==> src/rtl/sram_pkg.sv <==
// sram_pkg: shared widths, arbiter state encoding and read-tag type for the SRAM arbiter
package sram_pkg;
  localparam int SRAM_ADDR_W = 20;
  localparam int SRAM_DATA_W = 17;
  localparam int SRAM_READ_LATENCY = 4;
  typedef enum logic {ARB, TURN} arb_state_e;
  typedef struct packed {
    logic valid;
    logic port;
  } tag_t;
endpackage

==> src/rtl/sram_port_if.sv <==
// sram_port_if: one requester's handshake, command fields and read return
interface sram_port_if
  import sram_pkg::*;
#(
  parameter int ADDR_W = SRAM_ADDR_W,
  parameter int DATA_W = SRAM_DATA_W
);
  logic req;
  logic we;
  logic [ADDR_W-1:0] addr;
  logic [DATA_W-1:0] wdata;
  logic gnt;
  logic rvalid;
  logic [DATA_W-1:0] rdata;
  modport master(output req, we, addr, wdata, input gnt, rvalid, rdata);
  modport slave(input req, we, addr, wdata, output gnt, rvalid, rdata);
endinterface

==> src/rtl/sram_read_tag_pipe.sv <==
// sram_read_tag_pipe: {valid, port} delay line aligned to SRAM read latency, demuxes
// returned data into the owning port's registered rdata/rvalid
module sram_read_tag_pipe
  import sram_pkg::*;
#(
  parameter int DEPTH = SRAM_READ_LATENCY,
  parameter int DATA_W = SRAM_DATA_W
) (
  input  logic              clk,
  input  logic              rst,
  input  tag_t              tag_i,
  input  logic [DATA_W-1:0] rdata_i,
  output logic [1:0]        rvalid_o,
  output logic [DATA_W-1:0] rdata0_o,
  output logic [DATA_W-1:0] rdata1_o
);
  tag_t pipe_q [DEPTH];
  tag_t tail;
  logic [1:0] rvalid_q;
  logic [DATA_W-1:0] rdata0_q, rdata1_q;
  assign tail = pipe_q[DEPTH-1];
  always_ff @(posedge clk or posedge rst) begin
    if (rst) begin
      for (int i = 0; i < DEPTH; i++) pipe_q[i] <= '0;
      rvalid_q <= '0;
      rdata0_q <= '0;
      rdata1_q <= '0;
    end else begin
      pipe_q[0] <= tag_i;
      for (int i = 1; i < DEPTH; i++) pipe_q[i] <= pipe_q[i-1];
      rvalid_q <= {tail.valid & tail.port, tail.valid & ~tail.port};
      if (tail.valid & ~tail.port) rdata0_q <= rdata_i;
      if (tail.valid & tail.port) rdata1_q <= rdata_i;
    end
  end
  assign rvalid_o = rvalid_q;
  assign rdata0_o = rdata0_q;
  assign rdata1_o = rdata1_q;
endmodule

==> src/rtl/sram_arbiter.sv <==
// sram_arbiter: two-port arbiter for a single SRAM port with registered command bus,
// read-to-write turnaround and tagged read return
module sram_arbiter
  import sram_pkg::*;
#(
  parameter int ADDR_W = SRAM_ADDR_W,
  parameter int DATA_W = SRAM_DATA_W,
  parameter int READ_LATENCY = SRAM_READ_LATENCY,
  parameter int TURNAROUND = 1,
  parameter int FIXED_PRIORITY = 0
) (
  input  logic              clk,
  input  logic              rst,
  sram_port_if.slave        p0,
  sram_port_if.slave        p1,
  output logic              mem_we_o,
  output logic [ADDR_W-1:0] mem_addr_o,
  output logic [DATA_W-1:0] mem_wdata_o,
  input  logic [DATA_W-1:0] mem_rdata_i
);
  localparam int CNT_W = TURNAROUND > 1 ? $clog2(TURNAROUND) : 1;
  arb_state_e state_q;
  logic [CNT_W-1:0] cnt_q;
  logic ptr_q, last_rd_q, mem_we_q;
  logic [ADDR_W-1:0] addr_q;
  logic [DATA_W-1:0] wdata_q;
  tag_t tag_q;
  logic any, win, win_we, stall, grant;
  logic [1:0] rvalid;
  assign any = p0.req | p1.req;
  assign win = (p0.req & p1.req) ? (FIXED_PRIORITY != 0 ? 1'b0 : ptr_q) : p1.req;
  assign win_we = win ? p1.we : p0.we;
  // a write right behind an issued read must wait out the bus turnaround
  assign stall = win_we & last_rd_q & (TURNAROUND > 0);
  assign grant = (state_q == ARB) & any & ~stall;
  assign p0.gnt = grant & ~win;
  assign p1.gnt = grant & win;
  always_ff @(posedge clk or posedge rst) begin
    if (rst) begin
      state_q <= ARB;
      cnt_q <= '0;
      ptr_q <= 1'b0;
      last_rd_q <= 1'b0;
      mem_we_q <= 1'b0;
      addr_q <= '0;
      wdata_q <= '0;
      tag_q <= '0;
    end else begin
      mem_we_q <= grant & win_we;
      last_rd_q <= grant & ~win_we;
      tag_q <= '{valid: grant & ~win_we, port: win};
      if (grant) begin
        ptr_q <= ~win;
        addr_q <= win ? p1.addr : p0.addr;
        wdata_q <= win ? p1.wdata : p0.wdata;
      end
      // the stalled ARB cycle is the first idle cycle; TURN covers the rest
      if (state_q == ARB) begin
        if (any && stall && TURNAROUND > 1) begin
          state_q <= TURN;
          cnt_q <= CNT_W'(TURNAROUND - 1);
        end
      end else begin
        cnt_q <= cnt_q - 1'b1;
        if (cnt_q == CNT_W'(1)) state_q <= ARB;
      end
    end
  end
  assign mem_we_o = mem_we_q;
  assign mem_addr_o = addr_q;
  assign mem_wdata_o = wdata_q;
  sram_read_tag_pipe #(.DEPTH(READ_LATENCY), .DATA_W(DATA_W)) u_tag_pipe (
    .clk(clk),
    .rst(rst),
    .tag_i(tag_q),
    .rdata_i(mem_rdata_i),
    .rvalid_o(rvalid),
    .rdata0_o(p0.rdata),
    .rdata1_o(p1.rdata)
  );
  assign p0.rvalid = rvalid[0];
  assign p1.rvalid = rvalid[1];
endmodule

==> src/flat_wrapper.sv <==
// flat-port wrapper written by rule: the top's interface ports become plain ports
module sram_arbiter_flat import sram_pkg::*;
#(
  parameter int ADDR_W = SRAM_ADDR_W,
  parameter int DATA_W = SRAM_DATA_W,
  parameter int READ_LATENCY = SRAM_READ_LATENCY,
  parameter int TURNAROUND = 1,
  parameter int FIXED_PRIORITY = 0
)
  (clk, rst, mem_we_o, mem_addr_o, mem_wdata_o, mem_rdata_i, p0_req, p0_we, p0_addr, p0_wdata, p0_gnt, p0_rvalid, p0_rdata, p1_req, p1_we, p1_addr, p1_wdata, p1_gnt, p1_rvalid, p1_rdata);
  sram_port_if #(.ADDR_W(ADDR_W), .DATA_W(DATA_W)) p0_i ();
  sram_port_if #(.ADDR_W(ADDR_W), .DATA_W(DATA_W)) p1_i ();
  input  logic clk;
  input  logic rst;
  output logic mem_we_o;
  output logic [ADDR_W-1:0] mem_addr_o;
  output logic [DATA_W-1:0] mem_wdata_o;
  input  logic [DATA_W-1:0] mem_rdata_i;
  input wire logic [$bits(p0_i.req)-1:0] p0_req;
  input wire logic [$bits(p0_i.we)-1:0] p0_we;
  input wire logic [$bits(p0_i.addr)-1:0] p0_addr;
  input wire logic [$bits(p0_i.wdata)-1:0] p0_wdata;
  output wire logic [$bits(p0_i.gnt)-1:0] p0_gnt;
  output wire logic [$bits(p0_i.rvalid)-1:0] p0_rvalid;
  output wire logic [$bits(p0_i.rdata)-1:0] p0_rdata;
  input wire logic [$bits(p1_i.req)-1:0] p1_req;
  input wire logic [$bits(p1_i.we)-1:0] p1_we;
  input wire logic [$bits(p1_i.addr)-1:0] p1_addr;
  input wire logic [$bits(p1_i.wdata)-1:0] p1_wdata;
  output wire logic [$bits(p1_i.gnt)-1:0] p1_gnt;
  output wire logic [$bits(p1_i.rvalid)-1:0] p1_rvalid;
  output wire logic [$bits(p1_i.rdata)-1:0] p1_rdata;
  assign p0_i.req = p0_req;
  assign p0_i.we = p0_we;
  assign p0_i.addr = p0_addr;
  assign p0_i.wdata = p0_wdata;
  assign p0_gnt = p0_i.gnt;
  assign p0_rvalid = p0_i.rvalid;
  assign p0_rdata = p0_i.rdata;
  assign p1_i.req = p1_req;
  assign p1_i.we = p1_we;
  assign p1_i.addr = p1_addr;
  assign p1_i.wdata = p1_wdata;
  assign p1_gnt = p1_i.gnt;
  assign p1_rvalid = p1_i.rvalid;
  assign p1_rdata = p1_i.rdata;
  sram_arbiter #(.ADDR_W(ADDR_W), .DATA_W(DATA_W), .READ_LATENCY(READ_LATENCY), .TURNAROUND(TURNAROUND), .FIXED_PRIORITY(FIXED_PRIORITY)) u_core (.clk(clk), .rst(rst), .p0(p0_i), .p1(p1_i), .mem_we_o(mem_we_o), .mem_addr_o(mem_addr_o), .mem_wdata_o(mem_wdata_o), .mem_rdata_i(mem_rdata_i));
endmodule
==> config.mk <==
export PLATFORM = sky130hd
export DESIGN_NAME = sram_arbiter_flat
export DESIGN_NICKNAME = d
export VERILOG_FILES = /design/src/rtl/sram_pkg.sv /design/src/rtl/sram_port_if.sv /design/src/rtl/sram_read_tag_pipe.sv /design/src/rtl/sram_arbiter.sv /design/src/flat_wrapper.sv
export SDC_FILE = /design/constraint.sdc
export NUM_CORES = 1
export LEC_CHECK = 0
export CAP_MARGIN = 15
export CELL_PAD_IN_SITES_DETAIL_PLACEMENT = 2
export CELL_PAD_IN_SITES_GLOBAL_PLACEMENT = 2
export CORE_UTILIZATION = 28
export CTS_CLUSTER_SIZE = 10
export DETAILED_ROUTE_END_ITERATION = 8
export GPL_TIMING_DRIVEN = 0
export PLACE_DENSITY_LB_ADDON = 0.1
export SLEW_MARGIN = 20
export SYNTH_ARGS = -nofsm -noshare
export SYNTH_HDL_FRONTEND = slang
export SYNTH_SLANG_ARGS = --single-unit
==> constraint.sdc <==
create_clock -name clk -period 5.34 [get_ports clk]
set_clock_uncertainty 0.1 [all_clocks]
set_input_delay 0.801 -clock clk [delete_from_list [all_inputs] [get_ports clk]]
set_output_delay 0.801 -clock clk [all_outputs]
set_load 0.02 [all_outputs]
---- After elaboration in Yosys (flattened, before gate mapping) ----
Cells that the tools add are included.
storage, ports and cells
  register bits after elaboration ......... 87
  output and inout port bits .............. 76
  logic and storage cells ................. 42
cells by class
  add/sub/neg operators ................... 1
  multiplexer cells ....................... 6
  bitwise gates (word level) .............. 16
operators by type and width
  cell                                      count
  20-bit two-way mux                        1
  17-bit two-way mux                        1
  1-bit bitwise AND                         10
  1-bit NOT                                 5
  1-bit two-way mux                         4
  1-bit bitwise OR                          1
  1-bit subtractor (second input constant)  1

---- Logic depth before layout (Yosys ltp) ----
  depth after elaboration ................. 7
  depth in mapped cells ................... 6

---- Modules after synthesis ----
Synthesis repeated with hierarchy kept, for this count alone.
second synthesis, totals
  cell total of the unflattened synthesis .. 232
  area total of the unflattened synthesis .. 3766.1 µm²
by module, submodules not included
  module              times used  cells an instance  area an instance (µm²)  seq. area each (µm²)
  sram_arbiter        1           146                2185.8                  1076.0
  sram_read_tag_pipe  1           86                 1580.3                  1101.1

---- Worst setup path before layout ----
OpenSTA, ideal clock, no wires.
  kind .................................... input port to output port
  start point ............................. input p0_req
  end point ............................... output p0_gnt
  data arrival time ....................... 2027 ps
  data required time ...................... 4439 ps
  slack ................................... 2412 ps
  cell stages on the path ................. 5
  buffers on the path ..................... 1
  path through ............................ or2b_1 > nand2_1 > buf_1 > inv_1 > nor3_1
on the way
  longest elaborated chain between the ends .. 7
  elaborated cells on any way between the ends .. 10
  classes of those cells .................. mux (2); bitwise (8)
ends and longest elaborated chain
  what                  RTL line            source
  start, declared       flat_wrapper.sv:19  input wire logic [$bits(p0_i.req)-1:0] p0_req;
  1-bit bitwise AND *   sram_arbiter.sv:31  assign win = (p0.req & p1.req) ? (FIXED_PRIORITY != 0 ? 1'b0 : ptr_q) : p1.req;
  1-bit two-way mux *   sram_arbiter.sv:31
  named net u_core.win  sram_arbiter.sv:28  logic any, win, win_we, stall, grant;
  1-bit two-way mux     sram_arbiter.sv:32  assign win_we = win ? p1.we : p0.we;
  1-bit bitwise AND     sram_arbiter.sv:34  assign stall = win_we & last_rd_q & (TURNAROUND > 0);
  1-bit NOT             sram_arbiter.sv:35  assign grant = (state_q == ARB) & any & ~stall;
  1-bit bitwise AND     sram_arbiter.sv:35
  1-bit bitwise AND *   sram_arbiter.sv:36  assign p0.gnt = grant & ~win;
  end, declared         flat_wrapper.sv:23  output wire logic [$bits(p0_i.gnt)-1:0] p0_gnt;
The timed path passes the listed nets; every way through them passes the cells marked *.

---- Final worst setup path ----
Ends and elaborated chain as after synthesis.

==> impl_results.md <==
- Run status: finished, final reports clean
- Final ANT Viol Nets: 0
- Ant diodes: 0
- Ys flop type: dfrtp_1
- Final Max Slew Viols: 0
- Via/cell ratio: 4.410
- Power, Total: 2.328 mW
- Worst slack, placed: 1215 ps
- Placed Area: 5668 um^2
- Final period utilization: 76.22%
- P_sw: 670.3 uW
- Largest family of logic cells by synthesized area: multiplexers
- Post-synthesis mux area share: 34.81%
- Syn_nets: 328
- CORE AREA: 12770 um^2
- Die Height: 116.9 um
- RePlAce Congestion: 0.6656
- Mapped Cells: 231
- Die area: 13670 um^2
- Sw Ratio: 28.79%
- Area Growth Syn to Fin: 61.67%
- First-pass GRT wire length: 15.57 mm
- Initial Util: 28.95%
- Via count: 2611
- Worst-Skew Late Latency: 330 ps
- Simple-gate share of the synthesized area: 1.996%
- Clock Root Buffer: clkbuf_16
- Register area: 2177 um^2
- Hold_ws: 247.6 ps
- Synthesized area: 3699 um^2
- Non-filler instance count after layout: 592
- Min Clock Period, post-route: 4070 ps
- # clock sinks: 87
- Post-CTS resize count: 0
- Layout Nets: 512
- Fillcell total: 1236
- Post-synth EDFFs: 0
- Final TNS setup: 0 ps
- Cts bufs inserted: 9
- Worst Path Arrival: 3170 ps
- Final Util: 46.81%
- Reg-to-reg endpoint: u_core.mem_wdata_o[2]$_DFFE_PP0P_
- FF-to-FF setup slack: 3140 ps
- Hold endpoint: u_core.u_tag_pipe.pipe_q[5]$_DFF_PP0_
- CTS tree: done
- Initial DRC count: 61
- Slew headroom: 59.66%
- Max-cap viol count: 0
- Reg power frac: 37.5%
- Leakage: 2.519 nW
- Sequential-to-total area share from yosys stat: 58.86%
- Post-synthesis compound-gate area fraction: 1.286%
- Post-synthesis register bit count: 87
- CTS max path bufs: 2
- Fin. Hold Viols: 0
- Ports: 173
- Post-DR wirelength/cell: 16.72 um
- Internal power: 1.658 mW
- Final wirelength: 9.900 mm
- Setup violators final: 0
- Adder-cell area share of the yosys netlist: 0%
- Crit path max fanout: 10
- HP Class: flop to flop
- Grt total ovfl: 0
- Post-Synth XOR/XNOR Area: 0.2368%
- Final setup margin: 1270 ps
- Postcts setup bufs: 0
- Placed cells: 576
- I/O Buffers: 172
- Row cnt: 41
- R2R cell count: 5
- All-Layer GR Usage: 15.44%
- Initial antenna violation count: 0
- Async set-reset flop share out of synthesis: 100.0%
- Multi-input logic area: 1418 um^2
- Share of cells above drive strength 1: 30.95%
- Max H-tree Level: 3
- Clk pwr share: 27.9%
- 1st-pass router iterations: 2
- CP endpoint kind: output port
- Worst hold stages: 0
- F_max: 245.7 MHz
- Max IR drop VDD: 138.0 uV
- DRC viols: 0
- Worst-path clk slew: 60 ps
- CTS hold repair buffers: 0
- Post-Layout Inst Area: 5979 um^2
- R2R Path Start: u_core.ptr_q$_DFFE_PP0P_
- DIE WIDTH: 116.9 um
- Ys Warns: 0
- Syn Area/Cell: 16.01 um^2
- Tightest Pin Transition: 605.0 ps
- Synth cell types: 22
- DP HPWL: 7.382 mm
- Vias in the first global route: 3078
- Hold_sp: u_core.u_tag_pipe.pipe_q[7]$_DFF_PP0_
- CP required: 4440 ps
- Largest net degree at the start of global routing: 49
- Setup CP Type: primary input to output port
- PD cells: 389.4 nW/um^2
- Unrepaired setup endpoints after global routing: no
- Startpoint types: primary input
- Comb power frac: 34.6%
[critical path, stage by stage]
cell	delay [ps]
clkdlybuf4s50_1	510
or2b_1	230
nand2_1	180
buf_1	440
inv_1	160
nor3_1	200
clkdlybuf4s50_1	640
[per-layer routing]
layer  global-route usage (%)  vias up  part of all wire [%]
met2                    29.35       97                    54
met1                    15.86     1325                    38
li1                         -     1177                     -
met3                    4.634       12                   6.9
met4                    5.823        0                   1.5
met5                        0        -                     0
[worst max-delay path by stage]
| stage | start | depth (start not counted) | slack (ps) | endpoint |
|---|---|---|---|---|
| after global placement | rst | 2 | 610 | u_core.mem_addr_o[0]$_DFFE_PP0P_ |
| after detailed placement | p0_req | 7 | 1210 | p0_gnt |
| after floorplan | rst | 1 | 2190 | u_core.cnt_q$_DFFE_PP0P_ |
| after CTS | p0_req | 7 | 1200 | p0_gnt |
| final | p0_req | 7 | 1270 | p0_gnt |
| after global routing | p0_req | 7 | 1050 | p0_gnt |
[cells in the mapped netlist, types with 2 or more instances]
master | instances | area share (%)
a21oi_1 | 2 | 0.27
buf_1 | 2 | 0.20
buf_12 | 2 | 1.1
clkbuf_1 | 5 | 0.51
dfrtp_1 | 87 | 59
inv_1 | 5 | 0.51
mux2_2 | 89 | 27
mux2_4 | 19 | 7.7
nand2_1 | 3 | 0.30
nor2_1 | 3 | 0.30
nor3_1 | 2 | 0.27
o22a_1 | 2 | 0.47
[placed cells by master (no fill, tap or decap)]
cell type | Yosys | final
clkdlybuf4s50_1 | 0 | 172
mux2_2 | 89 | 89
dfrtp_1 | 87 | 87
mux2_4 | 19 | 19
clkbuf_16 | 0 | 9
clkbuf_1 | 5 | 7
inv_1 | 5 | 4
nand2_1 | 3 | 3
nor2_1 | 3 | 3
clkbuf_8 | 0 | 3
buf_1 | 2 | 2
a21oi_1 | 2 | 2
buf_12 | 2 | 2
nor3_1 | 2 | 2
o22a_1 | 2 | 2
or2b_1 | 1 | 1
a21bo_2 | 1 | 1
and4b_1 | 1 | 1
a311o_1 | 1 | 1
nor2_4 | 1 | 1
buf_6 | 1 | 1
buf_4 | 1 | 1
nor2b_1 | 1 | 1
nand2b_1 | 1 | 1
inv_6 | 0 | 1
xor2_1 | 1 | 1
bufinv_16 | 0 | 1
clkinvlp_4 | 0 | 1
buf_16 | 0 | 1
[final cells by class]
type,instances,area share (%)
clock buffers,14,4.583
flip-flops and latches,87,36.41
repair buffers,173,29.25
clock inverters,2,0.6277
well taps,172,3.599
multi-input cells,128,23.71
plain buffers,11,1.423
inverters,5,0.3976
[state kept, by name, summed over array words and instances, names as in the netlist]
| signal | cells |
|---|---|
| u_core.mem_wdata_o | 17 |
| u_core.mem_addr_o | 20 |
| u_core.tag_q | 1 |
| u_core.ptr_q | 1 |
| u_core.state_q | 1 |
| u_core.u_tag_pipe.rvalid_o | 2 |
| u_core.mem_we_o | 1 |
| u_core.cnt_q | 1 |
| u_core.u_tag_pipe.rdata1_o | 17 |
| u_core.u_tag_pipe.pipe_q | 8 |
| u_core.last_rd_q | 1 |
| u_core.u_tag_pipe.rdata0_o | 17 |
[power by group through the flow]
stage | logic (mW) | clock network [mW] | registers, mW
6_report | 0.806 | 0.650 | 0.872
5_1_grt | 0.858 | 0.698 | 0.890
4_1_cts | 0.822 | 0.675 | 0.876
3_5_place_dp | 0.819 | 0 | 0.886
3_3_place_gp | 0.799 | 0 | 0.875
2_1_floorplan | 0.240 | 0 | 1.04
[cells by family after synthesis]
logic type                count (synthesis)
muxes                                   108
DFF                                      87
buffers and inverters                    16
and+or+nand+nor                          13
AOI/OAI and AO/OA                         6
xor gates and xnor gates                  1
Note: power is estimated with default switching activity, not from simulation.
